<file path="config.mk">
export PLATFORM = sky130hd
export DESIGN_NAME = uart_alu_sequencer
export DESIGN_NICKNAME = d
export VERILOG_FILES = /design/src/rtl/uart_alu_sequencer.sv
export SDC_FILE = /design/constraint.sdc
export NUM_CORES = 1
export LEC_CHECK = 0
export BUFFER_PORTS_ARGS = -buffer_cell sky130_fd_sc_hd__buf_4
export CAP_MARGIN = 20
export CORE_UTILIZATION = 43
export DETAILED_ROUTE_END_ITERATION = 10
export PLACE_DENSITY = 0.74
export SLEW_MARGIN = 20
export SYNTH_ARGS = -nofsm -noshare
export SYNTH_HDL_FRONTEND = slang
export SYNTH_SLANG_ARGS = --single-unit
</file>
<file path="constraint.sdc">
create_clock -name clk_i -period 4.95 [get_ports clk_i]
set_clock_uncertainty 0.2 [all_clocks]
set_input_delay 0.2475 -clock clk_i [delete_from_list [all_inputs] [get_ports clk_i]]
set_output_delay 0.2475 -clock clk_i [all_outputs]
set_load 0.02 [all_outputs]
</file>
<file path="src/rtl/uart_alu_sequencer.sv">
// uart_alu_sequencer
// Packet controller sitting between uart_rx/uart_tx and the shared ALU.
// It parses framed commands arriving on the RX byte stream, sequences
// multi-operand ALU operations, and streams the result (or an echo payload)
// back out on the TX byte stream.
//
// Frame layout: [opcode][reserved][len LSB][len MSB][payload len-4 bytes]
// Operands are little-endian words of DATA_W bits.
// Opcodes: 0xEC echo, 0xAD add, 0x8A mul. Anything else is drained and counted.
//
// Ports
//   clk_i, rst_ni             core clock, async active-low reset
//   rx_data_i/valid_i/ready_o byte stream from uart_rx
//   tx_data_o/valid_o/ready_i byte stream to uart_tx
//   alu_op_o/a_o/b_o          ALU request (op 00 add, 01 mul)
//   alu_valid_o/ready_i       ALU request handshake
//   alu_result_i/valid_i      ALU result, single-cycle valid pulse
//   busy_o                    high whenever a packet is in progress
//   err_count_o               saturating count of malformed/unknown packets
module uart_alu_sequencer #(
  parameter int DATA_W    = 32,
  parameter int LEN_W     = 16,
  parameter int ERR_CNT_W = 8
) (
  input  logic                 clk_i,
  input  logic                 rst_ni,
  input  logic [7:0]           rx_data_i,
  input  logic                 rx_valid_i,
  output logic                 rx_ready_o,
  output logic [7:0]           tx_data_o,
  output logic                 tx_valid_o,
  input  logic                 tx_ready_i,
  output logic [1:0]           alu_op_o,
  output logic [DATA_W-1:0]    alu_a_o,
  output logic [DATA_W-1:0]    alu_b_o,
  output logic                 alu_valid_o,
  input  logic                 alu_ready_i,
  input  logic [DATA_W-1:0]    alu_result_i,
  input  logic                 alu_result_valid_i,
  output logic                 busy_o,
  output logic [ERR_CNT_W-1:0] err_count_o
);

  localparam int BYTES = DATA_W / 8;
  localparam int IDX_W = (BYTES > 1) ? $clog2(BYTES) : 1;
  localparam logic [IDX_W-1:0] LAST_IDX = IDX_W'(BYTES - 1);
  localparam logic [7:0] OP_ECHO = 8'hEC;
  localparam logic [7:0] OP_ADD  = 8'hAD;
  localparam logic [7:0] OP_MUL  = 8'h8A;
  localparam logic [LEN_W-1:0] HDR_LEN   = LEN_W'(4);
  localparam logic [LEN_W-1:0] WORD_LEN  = LEN_W'(BYTES);
  localparam logic [LEN_W-1:0] ONE_LEFT  = LEN_W'(1);

  typedef enum logic [3:0] {
    S_IDLE,
    S_RSVD,
    S_LEN_LO,
    S_LEN_HI,
    S_ECHO,
    S_OPERAND,
    S_ALU_REQ,
    S_ALU_WAIT,
    S_TX_RESULT,
    S_DRAIN
  } state_e;

  state_e               state_q, state_d;
  logic [7:0]           opcode_q, opcode_d;
  logic [7:0]           len_lo_q, len_lo_d;
  logic [LEN_W-1:0]     cnt_q, cnt_d;
  logic [DATA_W-1:0]    word_q, word_d;
  logic [DATA_W-1:0]    acc_q, acc_d;
  logic [IDX_W-1:0]     byte_idx_q, byte_idx_d;
  logic                 first_q, first_d;
  logic [IDX_W-1:0]     tx_idx_q, tx_idx_d;
  logic [ERR_CNT_W-1:0] err_q, err_d;

  logic [LEN_W-1:0]     len_full;
  logic [LEN_W-1:0]     payload_len;
  logic                 is_alu_op;
  logic                 payload_aligned;
  logic [ERR_CNT_W-1:0] err_inc;
  logic [DATA_W+7:0]    shift_cat;
  logic [DATA_W-1:0]    word_shifted;

  // Length decode happens on the byte that carries len MSB, so the full
  // length is assembled combinationally from the incoming byte.
  assign len_full        = LEN_W'({rx_data_i, len_lo_q});
  assign payload_len     = len_full - HDR_LEN;
  assign is_alu_op       = (opcode_q == OP_ADD) || (opcode_q == OP_MUL);
  assign payload_aligned = ((payload_len % WORD_LEN) == '0);
  assign err_inc         = (err_q == '1) ? err_q : err_q + ERR_CNT_W'(1);

  // Little-endian assembly: each new byte enters at the top and the word
  // shifts down, so after BYTES bytes the first byte sits in bits [7:0].
  assign shift_cat    = {rx_data_i, word_q};
  assign word_shifted = shift_cat[DATA_W+7:8];

  assign busy_o      = (state_q != S_IDLE);
  assign err_count_o = err_q;

  // State register and datapath registers.
  always_ff @(posedge clk_i or negedge rst_ni) begin
    if (!rst_ni) begin
      state_q    <= S_IDLE;
      opcode_q   <= '0;
      len_lo_q   <= '0;
      cnt_q      <= '0;
      word_q     <= '0;
      acc_q      <= '0;
      byte_idx_q <= '0;
      first_q    <= 1'b0;
      tx_idx_q   <= '0;
      err_q      <= '0;
    end else begin
      state_q    <= state_d;
      opcode_q   <= opcode_d;
      len_lo_q   <= len_lo_d;
      cnt_q      <= cnt_d;
      word_q     <= word_d;
      acc_q      <= acc_d;
      byte_idx_q <= byte_idx_d;
      first_q    <= first_d;
      tx_idx_q   <= tx_idx_d;
      err_q      <= err_d;
    end
  end

  // Next-state and output logic. Outputs default to idle values; each state
  // only drives what it owns.
  always_comb begin
    state_d    = state_q;
    opcode_d   = opcode_q;
    len_lo_d   = len_lo_q;
    cnt_d      = cnt_q;
    word_d     = word_q;
    acc_d      = acc_q;
    byte_idx_d = byte_idx_q;
    first_d    = first_q;
    tx_idx_d   = tx_idx_q;
    err_d      = err_q;

    rx_ready_o  = 1'b0;
    tx_data_o   = '0;
    tx_valid_o  = 1'b0;
    alu_op_o    = 2'b00;
    alu_a_o     = '0;
    alu_b_o     = '0;
    alu_valid_o = 1'b0;

    case (state_q)
      S_IDLE: begin
        rx_ready_o = 1'b1;
        if (rx_valid_i) begin
          opcode_d = rx_data_i;
          state_d  = S_RSVD;
        end
      end

      S_RSVD: begin
        rx_ready_o = 1'b1;
        if (rx_valid_i) begin
          state_d = S_LEN_LO;
        end
      end

      S_LEN_LO: begin
        rx_ready_o = 1'b1;
        if (rx_valid_i) begin
          len_lo_d = rx_data_i;
          state_d  = S_LEN_HI;
        end
      end

      // A packet that leaves nothing to discard returns straight to IDLE,
      // so DRAIN never sits waiting on a zero byte count.
      S_LEN_HI: begin
        rx_ready_o = 1'b1;
        if (rx_valid_i) begin
          cnt_d      = payload_len;
          byte_idx_d = '0;
          first_d    = 1'b1;
          if (len_full < HDR_LEN) begin
            err_d   = err_inc;
            state_d = S_IDLE;
          end else if (opcode_q == OP_ECHO) begin
            state_d = (payload_len == '0) ? S_IDLE : S_ECHO;
          end else if (is_alu_op) begin
            if ((payload_len == '0) || !payload_aligned) begin
              err_d   = err_inc;
              state_d = (payload_len == '0) ? S_IDLE : S_DRAIN;
            end else begin
              state_d = S_OPERAND;
            end
          end else begin
            err_d   = err_inc;
            state_d = (payload_len == '0) ? S_IDLE : S_DRAIN;
          end
        end
      end

      // Cut-through: the RX handshake is joined directly to the TX one.
      S_ECHO: begin
        tx_data_o  = rx_data_i;
        tx_valid_o = rx_valid_i;
        rx_ready_o = tx_ready_i;
        if (rx_valid_i && tx_ready_i) begin
          cnt_d = cnt_q - ONE_LEFT;
          if (cnt_q == ONE_LEFT) begin
            state_d = S_IDLE;
          end
        end
      end

      S_OPERAND: begin
        rx_ready_o = 1'b1;
        if (rx_valid_i) begin
          word_d     = word_shifted;
          cnt_d      = cnt_q - ONE_LEFT;
          byte_idx_d = byte_idx_q + IDX_W'(1);
          if (byte_idx_q == LAST_IDX) begin
            byte_idx_d = '0;
            if (first_q) begin
              acc_d   = word_shifted;
              first_d = 1'b0;
              if (cnt_q == ONE_LEFT) begin
                tx_idx_d = '0;
                state_d  = S_TX_RESULT;
              end
            end else begin
              state_d = S_ALU_REQ;
            end
          end
        end
      end

      S_ALU_REQ: begin
        alu_valid_o = 1'b1;
        alu_a_o     = acc_q;
        alu_b_o     = word_q;
        alu_op_o    = (opcode_q == OP_MUL) ? 2'b01 : 2'b00;
        if (alu_ready_i) begin
          state_d = S_ALU_WAIT;
        end
      end

      S_ALU_WAIT: begin
        if (alu_result_valid_i) begin
          acc_d = alu_result_i;
          if (cnt_q == '0) begin
            tx_idx_d = '0;
            state_d  = S_TX_RESULT;
          end else begin
            state_d = S_OPERAND;
          end
        end
      end

      S_TX_RESULT: begin
        tx_valid_o = 1'b1;
        tx_data_o  = 8'(acc_q >> {tx_idx_q, 3'b000});
        if (tx_ready_i) begin
          if (tx_idx_q == LAST_IDX) begin
            state_d = S_IDLE;
          end else begin
            tx_idx_d = tx_idx_q + IDX_W'(1);
          end
        end
      end

      S_DRAIN: begin
        rx_ready_o = 1'b1;
        if (rx_valid_i) begin
          cnt_d = cnt_q - ONE_LEFT;
          if (cnt_q == ONE_LEFT) begin
            state_d = S_IDLE;
          end
        end
      end

      default: begin
        state_d = S_IDLE;
      end
    endcase
  end

endmodule

</file>
# After elaboration in Yosys (flattened, before gate mapping)
# Index checks and enable logic that the tools add are counted.
# W data, S select, Z words.
[classes]
order_cmp = 1
n_addsub = 5
shifts = 1
n_mux = 62
n_eq_ne = 36
n_reduce_logical = 25
[op_table]
columns = ["operator", "n"]
rows = [
  ["$mux W32", 6],
  ["$mux W4", 21],
  ["$pmux W32 S2", 1],
  ["$logic_not A16 Y1", 3],
  ["$mux W16", 3],
  ["$pmux W16 S3", 1],
  ["$mux W8", 5],
  ["$pmux W4 S10", 1],
  ["$ne A2 B2 Y1 const B", 17],
  ["$eq A8 B8 Y1 const B", 4],
  ["$shr A32 B5 Y8", 1],
  ["$mux W2", 11],
  ["$eq A16 B1 Y1 const B", 1],
  ["$eq A4 B3 Y1 const B", 4],
  ["$lt A16 B3 Y1 const B", 1],
  ["$pmux W8 S2", 1],
  ["$sub A16 B1 Y16 const B", 1],
  ["$sub A16 B3 Y16 const B", 1],
  ["$reduce_and A13 Y1", 1],
  ["$reduce_and A4 Y1", 3],
  ["$reduce_and A9 Y1", 1],
  ["$add A8 B1 Y8 const B", 1],
  ["$eq A4 B2 Y1 const B", 2],
  ["$eq A4 B4 Y1 const B", 2],
  ["other kinds (23)", 37],
]
[word_totals]
elab_cells = 140
output_inout_bits = 86
regBits = 113
in_bits = 46

# Depth between registers and ports, before layout
[depth]
word_depth = 10
mapped_depth = 10
ltp_nobuf = 8

# Least setup slack after synthesis
# OpenSTA, ideal clock, no wires.
[synth_path]
path_kind = "register to register"
start = "reg len_lo_q[2]"
end = "reg err_q[5] (netlist: err_count_o[5])"
path_slack_ns = 1.985
required_time_ns = 4.670
arrival_time_ns = 2.685
stages_incl_launch_ff = 11
synth_period_minus_slack_ns = 2.965
path_buffers = 2
setup_time_ns = 0.080
path_cell_list = "dfrtp_1 > inv_1 > ha_1 > clkbuf_1 > nor3b_1 > xnor2_1 > nand4_1 > or4_4 > buf_6 > a2111oi_4 > xor2_1"
[synth_via]
elab_chain_len = 5
word_cells_on_any_way = 8
classes_between = "add/sub: 1; order compare: 1; eq/ne: 2; mux: 1; reduce/logical: 3"
[synth_rtl]
columns = ["item", "line_no", "rtl"]
rows = [
  ["from (decl)", "69", "logic [7:0] len_lo_q, len_lo_d;"],
  ["from (signal assigned)", "118", "len_lo_q <= len_lo_d;"],
  ["$sub A16 B3 Y16", "89", "assign payload_len = len_full - HDR_LEN;"],
  ["$logic_not A16 Y1", "189", "if ((payload_len == '0) || !payload_aligned) begin"],
  ["$logic_or A1 B1 Y1", "189", ""],
  ["$ne A3 B1 Y1 (no source line)", "--", ""],
  ["$reduce_and A4 Y1 (no source line)", "--", ""],
  ["to (signal assigned)", "125", "err_q <= err_d;"],
  ["to (decl)", "76", "logic [ERR_CNT_W-1:0] err_q, err_d;"],
]
# Parallel ways exist; a longest one is shown, timed or not.
# A chain may end at the register's enable or synchronous reset.

# Worst setup path after layout
# Same ends and word-level chain as after synthesis.

==> metrics <==
routability cong.=roughly 0.90; fin crit share=0.656; HPWL after DPL=~13,000 um; synth warn=0; crit path cell chain=inv_1 -> ha_1 -> nor3b_1 -> xnor2_1 -> nand4_1 -> or4_4 -> a2111oi_4 -> xor2_1; RSZ-0062 raised after global routing=no; synth top area cells=dfrtp_1 43%, mux2_2 8.4%, and2_1 6.6%; mean post-synth cell area=between 10 and 15 um^2; Iter 0 DRT Violations=539; DIE AREA=approximately 16,000 um^2; clock root cell=clkbuf_16; # hold bufs at CTS=40; Yosys top cell area share=0.433; minimum clock period=about 3.2 ns; Post-synth EDFFs=0; Synth Register Bits=between 100 and 150; GRT Residual Overflow=0; row cnt=between 40 and 50; first-pass GRT wire length=~30,000 um; CTS tree=done; Die X=between 100 and 150 um; violations in the final reports=design-rule violations; CTS max path bufs=2; count of final hold-check violations=0; Hold Crit Class=input pin to flip-flop; critical path fanouts, max=8; largest net degree at the start of global routing=approximately 70; Async S/R FF share, synth=1.00; io pins=132; Post-Syn Nets=just over 700; crit path max-delay cell type=or4_4; Num CTS Buffers=17; Startpoint Class=flip-flop; area delta synth->final=32.3%; Peak Freq=308 MHz; Post-DRT Antenna Nets=0; Hold Slack=0.0142 ns; clk sink count=around 110; Synth cell types=just over 60; Worst EP arrival=roughly 3.4 ns; Final setup violation count=0; number of diodes=0; WP data required=between 5 and 6 ns; Leakage=approximately 3.8 nW; max incr delay on CP=~0.63 ns; VDD IR max=between 0.0002 and 0.0003 V; dominant synthesized flop cell=dfrtp_1; Initial Util=0.445; Finished Cell Area=about 8600 um^2; Routed WL per cell=approximately 19 um; nets=855; Vias=around 5,700; post-synthesis instance total=between 600 and 700; Resize count post-CTS=0; final WL=around 19,000 um; Die H=around 130 um; via/cell ratio=5.69; most frequent cell after synthesis=dfrtp_1; fillers=roughly 1,200; Buffers & Inverters on Critical Path=1; antenna violations before repair=0; port buffer count=between 100 and 150; Residual DRC=7; core area=14,700 um^2; CTS HTree Levels=4; # Post-CTS Setup Buffers=0; Setup crit end kind=flip-flop; number of global-route vias before repair=approximately 5,600; share of layout cells above drive strength 1=0.292; Skew-Pair Late Insertion Delay=approximately 0.43 ns; final setup TNS=0 ns; placed cell area=7630 um^2; post-synthesis cell area=roughly 6500 um^2; max_slew headroom=0.289; P per Cell Area=roughly 410 nW/um^2; 1st-pass router iterations=8; most frequent cells after synthesis=113 x dfrtp_1, 69 x and2_1, 65 x nand2_1, 64 x o21ai_0, 49 x mux2_2; worst-margin pin slew=between 1 and 1.5 ns; Pins Over Slew Limit=0; sequential element share of the synthesized area=0.433; leading area contributor after synthesis=dfrtp_1; Total Routing Usage GR=0.250; status=finished with violations; MaxCap Viol Count=0; Clock transition at path regs=approximately 0.050 ns; Crit Path Category=flip-flop to flip-flop; Crit path max-delay family=simple AND/OR/NAND/NOR gates
[power by group]
part | internal, mW | switching [mW] | leakage (nW) | total, mW
Combinational | 0.434 | 0.487 | 2.05 | 0.920
Clock | 0.810 | 0.464 | 0.294 | 1.27
Sequential | 1.10 | 0.261 | 1.49 | 1.36
Total | 2.35 | 1.21 | 3.83 | 3.56
[flip-flops by register name (all words and copies together) (netlist names)]
signal       count
acc_q           32
byte_idx_q       2
cnt_q           16
err_count_o      8
first_q          1
len_lo_q         8
opcode_q         8
state_q          4
tx_idx_q         2
word_q          32
[final cells by class]
cell class / count / area [um^2] / area share
multi-input combinational: 481 / 3500 / 0.405
sequential: 113 / 2830 / 0.327
clock inverter: 14 / 179 / 0.0207
inverter: 12 / 45.0 / 0.00521
timing repair buffer: 177 / 1430 / 0.165
clock buffer: 18 / 439 / 0.0508
tap: 184 / 230 / 0.0266
[metal layers]
layer  GRT usage  vias to the layer above  wire length, um
li1            -                     2651                -
met2       0.395                      203             8910
met4      0.0918                        0              398
met3      0.0548                       35             1010
met1       0.337                     2795             8570
met5           0                        -                0
[cells in the final DEF, fill, tap and decap left out, types with 5 or more instances in the layout]
| cell type | count |
|---|---|
| nor2_1 | 23 |
| xor2_1 | 9 |
| o21ai_0 | 64 |
| inv_1 | 12 |
| nor3_1 | 9 |
| buf_4 | 137 |
| nor4_1 | 9 |
| mux2_2 | 49 |
| ha_1 | 7 |
| nand3b_1 | 5 |
| and2_1 | 69 |
| nand3_1 | 11 |
| xnor2_1 | 11 |
| clkbuf_16 | 17 |
| dlygate4sd3_1 | 40 |
| nand4_1 | 5 |
| a21oi_1 | 16 |
| a22o_1 | 17 |
| mux4_2 | 8 |
| nand2_1 | 65 |
| nor3b_1 | 5 |
| mux2i_1 | 33 |
| dfrtp_1 | 113 |
[path summary, 6_finish.rpt]
path,from,end,slack (ns),cells past startpoint
max in group asynchronous,rst_ni,len_lo_q[2],3.15,3
hold reg to reg,byte_idx_q[0],byte_idx_q[0],0.29,1
hold / removal,rx_data_i[2],opcode_q[2],0.01,2
setup / recovery,len_lo_q[2],err_count_o[5],1.70,8
setup reg to reg,len_lo_q[2],err_count_o[5],1.70,8
min in group asynchronous,rst_ni,acc_q[3],0.29,2
[per-stage QoR]
stage          instances   util  setup slack [ns]  power (mW)
2_1_floorplan        653      -              1.99        1.95
3_3_place_gp         927  0.519              1.89        2.21
3_5_place_dp         927  0.519              1.71        2.25
4_1_cts              999  0.588              1.70        3.56
5_1_grt              999  0.588              1.51        3.74
6_report             999  0.588              1.70        3.56
[kinds of logic (layout without fill, tap and decap cells)]
| kind of cell | after synthesis | in the layout | share of synthesized area |
|---|---|---|---|
| AO/OA/AOI/OAI | 140 | 140 | 0.144 |
| XOR/XNOR | 20 | 20 | 0.0268 |
| adder cells (fa/ha/maj) | 7 | 7 | 0.0134 |
| buffers and inverters | 59 | 221 | 0.0369 |
| flip-flops | 113 | 113 | 0.433 |
| multiplexers | 90 | 90 | 0.162 |
| other | 1 | 1 | 0.000574 |
| AND/OR/NAND/NOR | 223 | 223 | 0.183 |
(Power assumes the default switching activity.)
